## config.mk

```make
export PLATFORM = sky130hd
export DESIGN_NAME = mips_trace_tx
export DESIGN_NICKNAME = d
export VERILOG_FILES = /design/src/rtl/mips_trace_tx.sv
export SDC_FILE = /design/constraint.sdc
export NUM_CORES = 1
export LEC_CHECK = 0
export CELL_PAD_IN_SITES_DETAIL_PLACEMENT = 2
export CELL_PAD_IN_SITES_GLOBAL_PLACEMENT = 2
export CORE_MARGIN = 3
export CORE_UTILIZATION = 36
export CTS_CLUSTER_SIZE = 12
export DETAILED_ROUTE_END_ITERATION = 6
export DONT_BUFFER_PORTS = 1
export PLACE_DENSITY = 0.64
export SLEW_MARGIN = 20
export SYNTH_ARGS = -nofsm -noshare
export SYNTH_HDL_FRONTEND = slang
export SYNTH_SLANG_ARGS = --single-unit
```

## constraint.sdc

```tcl
create_clock -name clk -period 7.5 [get_ports clk]
set_clock_uncertainty 0.15 [all_clocks]
set_input_delay 1.5 -clock clk [delete_from_list [all_inputs] [get_ports clk]]
set_output_delay 1.5 -clock clk [all_outputs]
set_load 0.1 [all_outputs]
```

## src/rtl/mips_trace_tx.sv

```systemverilog
// Trace transmitter: buffers retired (pc, ir) records and streams them as ASCII over an 8N1 UART.
// Define MIPS_TRACE_CYCLE_EN to append the frozen cycle count after the halt message.
module mips_trace_tx #(
    parameter int BAUD_DIV   = 868,
    parameter int FIFO_DEPTH = 16,
    parameter int NOP_LIMIT  = 6
) (
    input  logic        clk,
    input  logic        rst,
    input  logic        trace_valid,
    input  logic [31:0] trace_pc,
    input  logic [31:0] trace_ir,
    output logic        uart_txd,
    output logic        halt,
    output logic        done,
    output logic        overflow,
    output logic        busy
);

    localparam int AW = $clog2(FIFO_DEPTH);
    localparam int BW = $clog2(BAUD_DIV);
    localparam int NW = $clog2(NOP_LIMIT + 1);

    localparam logic [2:0] ST_IDLE      = 3'd0;
    localparam logic [2:0] ST_LOAD      = 3'd1;
    localparam logic [2:0] ST_SEND      = 3'd2;
    localparam logic [2:0] ST_NEXT      = 3'd3;
    localparam logic [2:0] ST_HALT_MSG  = 3'd4;
    localparam logic [2:0] ST_CYCLE_MSG = 3'd5;
    localparam logic [2:0] ST_DONE      = 3'd6;

    localparam logic [1:0] MSG_REC  = 2'd0;
    localparam logic [1:0] MSG_HALT = 2'd1;
    localparam logic [1:0] MSG_CYC  = 2'd2;

    function automatic logic [7:0] hex_char(input logic [31:0] w, input logic [2:0] k);
        logic [3:0] nib;
        nib = 4'(w >> {3'd7 - k, 2'b00});
        if (nib < 4'd10) hex_char = 8'h30 + {4'h0, nib};
        else             hex_char = 8'h57 + {4'h0, nib};
    endfunction

    function automatic logic [7:0] char_at(input logic [1:0] msg, input logic [4:0] idx,
                                           input logic [63:0] rec, input logic [31:0] cyc);
        char_at = 8'h20;
        case (msg)
            MSG_REC: begin
                if (idx >= 5'd3 && idx <= 5'd10)
                    char_at = hex_char(rec[63:32], idx[2:0] - 3'd3);
                else if (idx >= 5'd15 && idx <= 5'd22)
                    char_at = hex_char(rec[31:0], idx[2:0] + 3'd1);
                else begin
                    case (idx)
                        5'd0:         char_at = 8'h70;
                        5'd1:         char_at = 8'h63;
                        5'd2, 5'd14:  char_at = 8'h3d;
                        5'd12:        char_at = 8'h69;
                        5'd13:        char_at = 8'h72;
                        5'd23:        char_at = 8'h0d;
                        5'd24:        char_at = 8'h0a;
                        default:      char_at = 8'h20;
                    endcase
                end
            end
            MSG_HALT: begin
                case (idx)
                    5'd0:    char_at = 8'h68;
                    5'd1:    char_at = 8'h61;
                    5'd2:    char_at = 8'h6c;
                    5'd3:    char_at = 8'h74;
                    5'd4:    char_at = 8'h21;
                    5'd5:    char_at = 8'h0d;
                    default: char_at = 8'h0a;
                endcase
            end
            MSG_CYC: begin
                if (idx >= 5'd6 && idx <= 5'd13)
                    char_at = hex_char(cyc, idx[2:0] - 3'd6);
                else begin
                    case (idx)
                        5'd0:    char_at = 8'h63;
                        5'd1:    char_at = 8'h79;
                        5'd2:    char_at = 8'h63;
                        5'd3:    char_at = 8'h6c;
                        5'd4:    char_at = 8'h65;
                        5'd5:    char_at = 8'h3d;
                        5'd14:   char_at = 8'h0d;
                        default: char_at = 8'h0a;
                    endcase
                end
            end
            default: char_at = 8'h20;
        endcase
    endfunction

    logic [63:0]    mem_r [FIFO_DEPTH];
    logic [AW-1:0]  wr_ptr_r, rd_ptr_r;
    logic [AW:0]    count_r;
    logic [NW-1:0]  nop_cnt_r, nop_next_s;
    logic           halt_r, done_r, overflow_r;
    logic [2:0]     state_r;
    logic [1:0]     msg_r;
    logic [4:0]     idx_r, last_idx_s;
    logic [63:0]    hold_r;
    logic           tx_busy_r, txd_r, tx_start_s, tx_end_s;
    logic [8:0]     tx_shift_r;
    logic [3:0]     tx_bit_r;
    logic [BW-1:0]  tx_baud_r;
    logic [7:0]     tx_char_s;
    logic [31:0]    cyc_s;
    logic           full_s, empty_s, accept_s, push_s, pop_s, trigger_s;

    assign full_s    = (count_r == (AW+1)'(FIFO_DEPTH));
    assign empty_s   = (count_r == {(AW+1){1'b0}});
    assign accept_s  = trace_valid && !halt_r;
    assign push_s    = accept_s && !full_s;
    assign pop_s     = (state_r == ST_LOAD);
    assign trigger_s = accept_s && ((nop_next_s == NW'(NOP_LIMIT)) || (trace_pc[1:0] != 2'b00));
    assign tx_end_s  = tx_busy_r && (tx_baud_r == BW'(BAUD_DIV - 1)) && (tx_bit_r == 4'd9);

`ifdef MIPS_TRACE_CYCLE_EN
    logic [31:0] cyc_r;
    // Free-running cycle count, frozen once halt is seen.
    always_ff @(posedge clk) begin
        if (rst)          cyc_r <= 32'h0;
        else if (!halt_r) cyc_r <= cyc_r + 32'd1;
    end
    assign cyc_s = cyc_r;
`else
    assign cyc_s = 32'h0;
`endif

    // Next NOP-run length for the record presented this cycle.
    always_comb begin
        nop_next_s = {NW{1'b0}};
        if (trace_ir == 32'h0) begin
            if (nop_cnt_r == NW'(NOP_LIMIT)) nop_next_s = nop_cnt_r;
            else                             nop_next_s = nop_cnt_r + NW'(1'b1);
        end else begin
            nop_next_s = {NW{1'b0}};
        end
    end

    // Record storage; the memory itself needs no reset.
    always_ff @(posedge clk) begin
        if (!rst && push_s) mem_r[wr_ptr_r] <= {trace_pc, trace_ir};
    end

    // FIFO pointers and occupancy.
    always_ff @(posedge clk) begin
        if (rst) begin
            wr_ptr_r <= {AW{1'b0}};
            rd_ptr_r <= {AW{1'b0}};
            count_r  <= {(AW+1){1'b0}};
        end else begin
            if (push_s) wr_ptr_r <= wr_ptr_r + AW'(1'b1);
            if (pop_s)  rd_ptr_r <= rd_ptr_r + AW'(1'b1);
            count_r <= count_r + {{AW{1'b0}}, push_s} - {{AW{1'b0}}, pop_s};
        end
    end

    // Halt detection, NOP run tracking and drop flag.
    always_ff @(posedge clk) begin
        if (rst) begin
            nop_cnt_r  <= {NW{1'b0}};
            halt_r     <= 1'b0;
            overflow_r <= 1'b0;
        end else begin
            if (accept_s)           nop_cnt_r  <= nop_next_s;
            if (trigger_s)          halt_r     <= 1'b1;
            if (accept_s && full_s) overflow_r <= 1'b1;
        end
    end

    always_comb begin
        case (msg_r)
            MSG_REC:  last_idx_s = 5'd24;
            MSG_HALT: last_idx_s = 5'd6;
            MSG_CYC:  last_idx_s = 5'd15;
            default:  last_idx_s = 5'd24;
        endcase
    end

    // Characters are launched on entry to SEND, so index 0 comes from the setup states.
    always_comb begin
        tx_start_s = 1'b0;
        tx_char_s  = 8'h00;
        case (state_r)
            ST_LOAD: begin
                tx_start_s = 1'b1;
                tx_char_s  = char_at(MSG_REC, 5'd0, hold_r, cyc_s);
            end
            ST_HALT_MSG: begin
                tx_start_s = 1'b1;
                tx_char_s  = char_at(MSG_HALT, 5'd0, hold_r, cyc_s);
            end
            ST_CYCLE_MSG: begin
                tx_start_s = 1'b1;
                tx_char_s  = char_at(MSG_CYC, 5'd0, hold_r, cyc_s);
            end
            ST_NEXT: begin
                if (idx_r != last_idx_s) begin
                    tx_start_s = 1'b1;
                    tx_char_s  = char_at(msg_r, idx_r + 5'd1, hold_r, cyc_s);
                end else begin
                    tx_start_s = 1'b0;
                end
            end
            default: tx_start_s = 1'b0;
        endcase
    end

    // Message sequencer.
    always_ff @(posedge clk) begin
        if (rst) begin
            state_r <= ST_IDLE;
            msg_r   <= MSG_REC;
            idx_r   <= 5'd0;
            hold_r  <= 64'h0;
            done_r  <= 1'b0;
        end else begin
            case (state_r)
                ST_IDLE: begin
                    if (!empty_s)    state_r <= ST_LOAD;
                    else if (halt_r) state_r <= ST_HALT_MSG;
                end
                ST_LOAD: begin
                    hold_r  <= mem_r[rd_ptr_r];
                    msg_r   <= MSG_REC;
                    idx_r   <= 5'd0;
                    state_r <= ST_SEND;
                end
                ST_HALT_MSG: begin
                    msg_r   <= MSG_HALT;
                    idx_r   <= 5'd0;
                    state_r <= ST_SEND;
                end
                ST_CYCLE_MSG: begin
                    msg_r   <= MSG_CYC;
                    idx_r   <= 5'd0;
                    state_r <= ST_SEND;
                end
                ST_SEND: begin
                    if (tx_end_s) state_r <= ST_NEXT;
                end
                ST_NEXT: begin
                    if (idx_r != last_idx_s) begin
                        idx_r   <= idx_r + 5'd1;
                        state_r <= ST_SEND;
                    end else if (msg_r == MSG_REC) begin
                        state_r <= ST_IDLE;
`ifdef MIPS_TRACE_CYCLE_EN
                    end else if (msg_r == MSG_HALT) begin
                        state_r <= ST_CYCLE_MSG;
`endif
                    end else begin
                        state_r <= ST_DONE;
                        done_r  <= 1'b1;
                    end
                end
                ST_DONE: state_r <= ST_DONE;
                default: state_r <= ST_IDLE;
            endcase
        end
    end

    // 8N1 serializer: start bit, LSB-first data, stop bit, BAUD_DIV cycles each.
    always_ff @(posedge clk) begin
        if (rst) begin
            txd_r      <= 1'b1;
            tx_busy_r  <= 1'b0;
            tx_shift_r <= 9'h1ff;
            tx_bit_r   <= 4'd0;
            tx_baud_r  <= {BW{1'b0}};
        end else if (tx_start_s) begin
            txd_r      <= 1'b0;
            tx_busy_r  <= 1'b1;
            tx_shift_r <= {1'b1, tx_char_s};
            tx_bit_r   <= 4'd0;
            tx_baud_r  <= {BW{1'b0}};
        end else if (tx_busy_r) begin
            if (tx_baud_r == BW'(BAUD_DIV - 1)) begin
                tx_baud_r <= {BW{1'b0}};
                if (tx_bit_r == 4'd9) begin
                    tx_busy_r <= 1'b0;
                end else begin
                    txd_r      <= tx_shift_r[0];
                    tx_shift_r <= {1'b1, tx_shift_r[8:1]};
                    tx_bit_r   <= tx_bit_r + 4'd1;
                end
            end else begin
                tx_baud_r <= tx_baud_r + BW'(1'b1);
            end
        end
    end

    assign uart_txd = txd_r;
    assign halt     = halt_r;
    assign done     = done_r;
    assign overflow = overflow_r;
    assign busy     = !empty_s || ((state_r != ST_IDLE) && (state_r != ST_DONE));

endmodule

```

# --- Word level (Yosys, flattened, before mapping) ---
# Memories as Yosys holds them, arrays and structs flattened. A register that Yosys moved wholly into a read port is not among the register bits.
# Cells that the tools add are included.
# W data, S select, Z words.
op_classes:
  addsub: 20
  n_lt_le_gt_ge: 9
  eq_ne: 25
  shifts: 3
  n_mux: 40
  bitwise: 3
  reduce_logical: 36
op_table:
  columns: ["op", "n"]
  rows:
  - ["$mux W8", 11]
  - ["$pmux W7 S6", 2]
  - ["$shr A32 B5 Y4", 2]
  - ["$logic_not A32 Y1", 1]
  - ["$pmux W8 S4", 1]
  - ["$add A7 B4 Y8 const A", 3]
  - ["$pmux W8 S3", 1]
  - ["$add A6 B4 Y7 const A", 3]
  - ["$mux W3", 7]
  - ["$pmux W5 S2", 2]
  - ["$eq A3 B3 Y1 const B", 5]
  - ["$pmux W3 S5", 1]
  - ["$add A4 B1 Y4 const B", 3]
  - ["$lt A4 B4 Y1 const B", 3]
  - ["$logic_and A1 B1 Y1", 11]
  - ["$mux W1", 11]
  - ["$add A10 B1 Y10 const B", 1]
  - ["$eq A10 B10 Y1 const B", 1]
  - ["$eq A5 B2 Y1 const B", 2]
  - ["$eq A5 B3 Y1 const B", 2]
  - ["$le A5 B4 Y1 const B", 2]
  - ["$logic_not A5 Y1", 2]
  - ["$mux W10", 1]
  - ["$reduce_and A3 Y1", 3]
  - ["36 further kinds", 55]
word_totals:
  reg_bits: 53
  ramBits: 1024
  mem_bits_ro: 224
  output_inout_bits: 5
  memories: 2
mem_list:
  columns: ["name", "words", "width", "read_ports", "rd_ports_with_merged_regs", "wr", "line_no", "source"]
  rows:
  - ["mem_r", 16, 64, 1, 1, 1, "96", "logic [63:0] mem_r [FIFO_DEPTH];"]
  - ["(name not given)", 32, 7, 1, 0, 0, "53", "case (idx)"]

# --- Logic depth before layout (Yosys ltp) ---
depth:
  depth_word: 12
  ltp_mapped: 15
  depth_no_buf: 15

# --- Least setup slack after synthesis ---
# Ideal clock, no wire load.
synth_timing:
  path_type: "input to register"
  start: "input port trace_valid"
  end: "memory mem_r[0][0], enable pin"
  setup_ps: 565
  t_arrival_ps: 6931
  setup_slack_ps: -146
  path_stages: 7
  path_buffers: 1
  path_cell_list: "nor2b_1 > clkbuf_1 > nor2b_1 > inv_1 > nor2_1 > nand2_1 > nor3_1"
synth_via:
  elab_chain_len: 5
synth_lines:
  columns: ["element", "line_no", "source"]
  rows:
  - ["from (decl)", "10", "input logic trace_valid,"]
  - ["$logic_and A1 B1 Y1", "115", "assign accept_s = trace_valid && !halt_r;"]
  - ["$logic_and A1 B1 Y1", "116", "assign push_s = accept_s && !full_s;"]
  - ["$logic_and A1 B1 Y1", "146", "if (!rst && push_s) mem_r[wr_ptr_r] <= {trace_pc, trace_ir};"]
  - ["$mux W1", "146", null]
  - ["$mux W1 (not written as such)", "146", null]
  - ["to (decl)", "96", null]
# No other way between the ends.

# --- Final worst setup path ---
layout_timing:
  start: "register idx_r[1]"
  end: "register tx_shift_r[2]"
layout_via:
  elab_chain_len: 12
  word_cells_on_any_way: 56
layout_lines:
  columns: ["element", "line_no", "source"]
  rows:
  - ["from (decl)", "103", "logic [4:0] idx_r, last_idx_s;"]
  - ["from (signal assigned)", "248", "idx_r <= idx_r + 5'd1;"]
  - ["$add A5 B1 Y5", "204", "tx_char_s = char_at(msg_r, idx_r + 5'd1, hold_r, cyc_s);"]
  - ["$add A3 B1 Y3", "51", "char_at = hex_char(rec[31:0], idx[2:0] + 3'd1);"]
  - ["$sub A3 B3 Y3", "38", "nib = 4'(w >> {3'd7 - k, 2'b00});"]
  - ["$shr A32 B5 Y4", "38", null]
  - ["$add A7 B4 Y8 (tied with other cells)", "40", "else hex_char = 8'h57 + {4'h0, nib};"]
  - ["$mux W8", "39", "if (nib < 4'd10) hex_char = 8'h30 + {4'h0, nib};"]
  - ["$mux W8", "50", "else if (idx >= 5'd15 && idx <= 5'd22)"]
  - ["$mux W8", "48", "if (idx >= 5'd3 && idx <= 5'd10)"]
  - ["$pmux W8 S3", "46", "case (msg)"]
  - ["$mux W8", "202", "if (idx_r != last_idx_s) begin"]
  - ["$pmux W8 S4", "188", "case (state_r)"]
  - ["$mux W8", "275", "end else if (tx_start_s) begin"]
  - ["to (signal assigned)", "278", "tx_shift_r <= {1'b1, tx_char_s};"]
  - ["to (signal assigned)", "288", "tx_shift_r <= {1'b1, tx_shift_r[8:1]};"]
  - ["to (decl)", "106", "logic [8:0] tx_shift_r;"]
# Parallel ways exist; a longest one is shown, timed or not.
# A chain may end at the register's enable or synchronous reset.

==> flow_metrics.tcl <==
set metrics [dict create \
    status "finished clean" \
    synth_area_um2 45000 \
    routed_wirelength_normalized_by_instance_count_um 30.0 \
    seq_area_frac_synth_pct 73.6 \
    power_per_cell_area_nw_per_um2 303 \
    critPathMostFrequentCell "sky130_fd_sc_hd__ha_1" \
    place_hpwl_um 70700 \
    placeableCoreArea_um2 124000 \
    pwr-share-clk_pct 36.0 \
    fillerInstances 11459 \
    ioPinCount 72 \
    post_cts_setup_bufs 0 \
    path_delay_family "adder cells" \
    num-nets-final 2383 \
    grt_start_max_net_pins 139 \
    total_power_mw 15.3 \
    intPower_mw 11.4 \
    share_seq_of_total_power_pct 47.9 \
    synth.avg_cell_area_um2 19.9 \
    detail-route-antenna-nets 0 \
    max-cap-violations 0 \
    grt_pass1_wl_um 179000 \
    postSynthRegisterBits 1141 \
    setup-tns-final_ps 0 \
    synth_edf_count 1024 \
    postPlaceCellArea_um2 47100 \
    wl_met1_um 50700 \
    remaining_global_route_overflow 0 \
    drt-pass1-iter-count 5 \
    layout_worst_path_cycle_share_pct 63.4 \
    rrSetupSlack_ps 2740 \
    first_global_vias 24944 \
    insertion_delay_ps 720 \
    peakVddDrop_v 0.000197 \
    crit_buf_inv 2 \
    numClockSinks 1141 \
    design_area_um2 50700 \
    gr-usage-all-layers_pct 18.8 \
    crit_slowest_cell "sky130_fd_sc_hd__ha_1" \
    met3_length_um 6120 \
    routability_driven_placement_congestion_ratio 0.761 \
    power.static_leakage_nw 15.2 \
    comb_power_share_pct 16.1 \
    cp_cell_sequence "ha_1 > xnor2_4 > inv_2 > ha_1 > mux4_2 > mux2i_1 > ha_1 > inv_1 > or4b_1 > o211ai_1 > o2111ai_1 > a2bb2oi_1" \
    layout_overhead_on_the_synthesized_area_pct 12.7 \
    num_rows 129 \
    dieHeight_um 359 \
    place.detailed.instances 3801 \
    timing.hold.worst.class "reg2reg" \
    setup_viol 0 \
    initial_core_util_pct 36.3 \
    power.switching_mw 3.98 \
    worst_pin_slew_ps 1070 \
    number_of_antenna_violations_at_the_first_check_in_global_routing 4 \
    floorplan.die_area_um2 129000 \
    worstSetupEndpointType "register" \
    cts-hold-fix-buffers 0 \
    start_kind "register" \
    timing.critical_path.arrival_ps 5260 \
    cts_buffer_depth 3 \
    yosys.cell_types.count 77 \
    worst_hold_slack_ps 314 \
    yosys_warnings 0 \
    worst_setup_timing_slack_at_the_placement_stage_ps 2190 \
    cts.reportedPaths.clkPinSlew_ps 60 \
    cts_tree "built" \
    async_flop_share_pct 0 \
    final.min_clock_period_ps 4760 \
    via_count 22029 \
    post_cts_resized 0 \
    net_sw_share_pct 25.9 \
    required_ps 8000 \
    final-max-slew-violation-count 0 \
    worst-path-max-fanout 18 \
    met2_wirelength_um 60500 \
    drc 0 \
    routed_vias_inst 5.49 \
    cts_root_buf "sky130_fd_sc_hd__clkbuf_16" \
    cts_inserted_buffers 119 \
    post_route_cells_drive_above_1_share_pct 23.7 \
    postRouteWirelength_um 120000 \
    finalNonFillerCells 4013 \
    drt_first_iter_violations 1880 \
    finalHoldViolations 0 \
    slew-limit-headroom_pct 28.5 \
    io_buffer_count 0 \
    netlist_instances 2263 \
    synth-main-ff-cell "sky130_fd_sc_hd__edfxtp_1" \
    end_of_flow_core_utilization_pct 41.0 \
    mappedNetlistNets 2360 \
    rsz0062_at_grt "false" \
    cp_slowest_stage_delay_ps 700 \
    max_freq_mhz 210 \
    cts-htree-levels 3 \
    post-route-worst-setup-slack_ps 2740 \
    path_class "reg2reg" \
    top_signal_layer_used "met5" \
    die_w_um 359 \
]
==> area by class of cell <==
type / instances / area, um2 / area share, %
Clock buffer: 153 / 3130 / 6.16
Inverter: 29 / 110 / 0.217
Timing Repair Buffer: 31 / 464 / 0.915
Tap cell: 1637 / 2050 / 4.04
Sequential cell: 1141 / 33100 / 65.3
Clock inverter: 57 / 475 / 0.938
Multi-Input combinational cell: 964 / 11400 / 22.4
Antenna cell: 1 / 2.50 / 0.00494
==> cell usage in the layout (no fill, tap or decap), types with 13 or more instances in the layout <==
cell type and instances:
sky130_fd_sc_hd__ha_1 29, sky130_fd_sc_hd__clkinv_1 26, sky130_fd_sc_hd__dfxtp_1 113, sky130_fd_sc_hd__clkbuf_16 119, sky130_fd_sc_hd__nor2_1 61, sky130_fd_sc_hd__o21ai_0 24
sky130_fd_sc_hd__mux4_2 336, sky130_fd_sc_hd__nor3_1 14, sky130_fd_sc_hd__nor2_4 13, sky130_fd_sc_hd__a21oi_1 108, sky130_fd_sc_hd__nand2_1 168, sky130_fd_sc_hd__xnor2_1 14
sky130_fd_sc_hd__xor2_1 15, sky130_fd_sc_hd__clkinv_2 16, sky130_fd_sc_hd__buf_12 16, sky130_fd_sc_hd__inv_1 26, sky130_fd_sc_hd__edfxtp_1 1024, sky130_fd_sc_hd__mux2i_1 13
sky130_fd_sc_hd__nand4_1 14, sky130_fd_sc_hd__clkbuf_1 32
==> registers in the layout, summed over array words and instances (netlist names) <==
| name | cells |
|---|---|
| state_r | 3 |
| tx_baud_r | 10 |
| overflow | 1 |
| halt | 1 |
| done | 1 |
| hold_r | 64 |
| rd_ptr_r | 4 |
| msg_r | 2 |
| idx_r | 5 |
| mem_r | 1024 |
| tx_shift_r | 8 |
| tx_busy_r | 1 |
| uart_txd | 1 |
| tx_bit_r | 4 |
| count_r | 5 |
| wr_ptr_r | 4 |
| nop_cnt_r | 3 |
==> worst reg2reg max path: cells and delay by family (launching register included) <==
| kind | cells | cell delay (ps) |
|---|---|---|
| simple gates | 1 | 510 |
| flops | 1 | 680 |
| xor+xnor | 1 | 300 |
| fa+ha+maj | 3 | 1530 |
| buf+inv | 2 | 270 |
| compound gates | 3 | 450 |
| mux | 2 | 790 |
==> routing by layer <==
layer	up-vias	GRT usage, %
met5	-	0.592
met1	12027	24.8
met2	498	31.7
met4	6	5.53
li1	9335	-
met3	163	3.48
==> kinds of logic (layout without fill, tap and decap cells) <==
| family | Yosys count | count (layout) | share of synthesized area [%] |
|---|---|---|---|
| flops | 1141 | 1141 | 73.6 |
| fa+ha+maj | 30 | 30 | 0.851 |
| buf+inv | 158 | 270 | 1.44 |
| xor+xnor | 30 | 30 | 0.626 |
| mux | 351 | 351 | 17.2 |
| compound gates | 207 | 207 | 2.81 |
| other cells | 0 | 1 | 0 |
| simple gates | 346 | 346 | 3.52 |
==> cell usage after synthesis, types with 4 or more instances <==
| library cell | n | area share, % |
|---|---|---|
| sky130_fd_sc_hd__clkbuf_1 | 87 | 0.73 |
| sky130_fd_sc_hd__o22ai_1 | 5 | 0.070 |
| sky130_fd_sc_hd__nand2b_1 | 8 | 0.11 |
| sky130_fd_sc_hd__or3_1 | 8 | 0.11 |
| sky130_fd_sc_hd__a21oi_1 | 108 | 1.2 |
| sky130_fd_sc_hd__ha_1 | 29 | 0.81 |
| sky130_fd_sc_hd__edfxtp_1 | 1024 | 68 |
| sky130_fd_sc_hd__o32ai_1 | 4 | 0.078 |
| sky130_fd_sc_hd__nor2_1 | 73 | 0.61 |
| sky130_fd_sc_hd__buf_1 | 9 | 0.075 |
| sky130_fd_sc_hd__o21ai_0 | 24 | 0.27 |
| sky130_fd_sc_hd__xnor2_1 | 14 | 0.27 |
| sky130_fd_sc_hd__xor2_1 | 15 | 0.29 |
| sky130_fd_sc_hd__a211oi_1 | 11 | 0.18 |
| sky130_fd_sc_hd__nand4_1 | 14 | 0.19 |
| sky130_fd_sc_hd__o21bai_1 | 4 | 0.067 |
| sky130_fd_sc_hd__or2_2 | 4 | 0.056 |
| sky130_fd_sc_hd__nand3_1 | 11 | 0.12 |
| sky130_fd_sc_hd__inv_1 | 26 | 0.22 |
| sky130_fd_sc_hd__nor4_1 | 11 | 0.15 |
| sky130_fd_sc_hd__dfxtp_1 | 117 | 5.2 |
| sky130_fd_sc_hd__and2_1 | 4 | 0.056 |
| sky130_fd_sc_hd__buf_2 | 30 | 0.33 |
| sky130_fd_sc_hd__a31oi_1 | 11 | 0.15 |
| sky130_fd_sc_hd__nor3_1 | 18 | 0.20 |
| sky130_fd_sc_hd__mux2i_1 | 13 | 0.29 |
| sky130_fd_sc_hd__nor2b_1 | 7 | 0.097 |
| sky130_fd_sc_hd__nand2_1 | 168 | 1.4 |
| sky130_fd_sc_hd__mux4_2 | 336 | 17 |
==> power by group through the flow <==
stage	logic (mW)	clock network, mW	registers (mW)
after global placement	2.47	0	7.47
after global routing	2.69	5.94	7.37
after floorplan	1.92	0	7.34
after detailed placement	2.53	0	7.48
after CTS	2.54	5.66	7.35
final	2.48	5.52	7.34
==> path summary, 6_finish.rpt <==
path                                start            end  depth (start not counted)
worst max-delay path             idx_r[1]  tx_shift_r[2]                         12
worst min-delay path            hold_r[9]      hold_r[9]                          2
worst max register to register   idx_r[1]  tx_shift_r[2]                         12
worst min register to register  hold_r[9]      hold_r[9]                          2
Note: power is estimated with default switching activity, not from simulation.
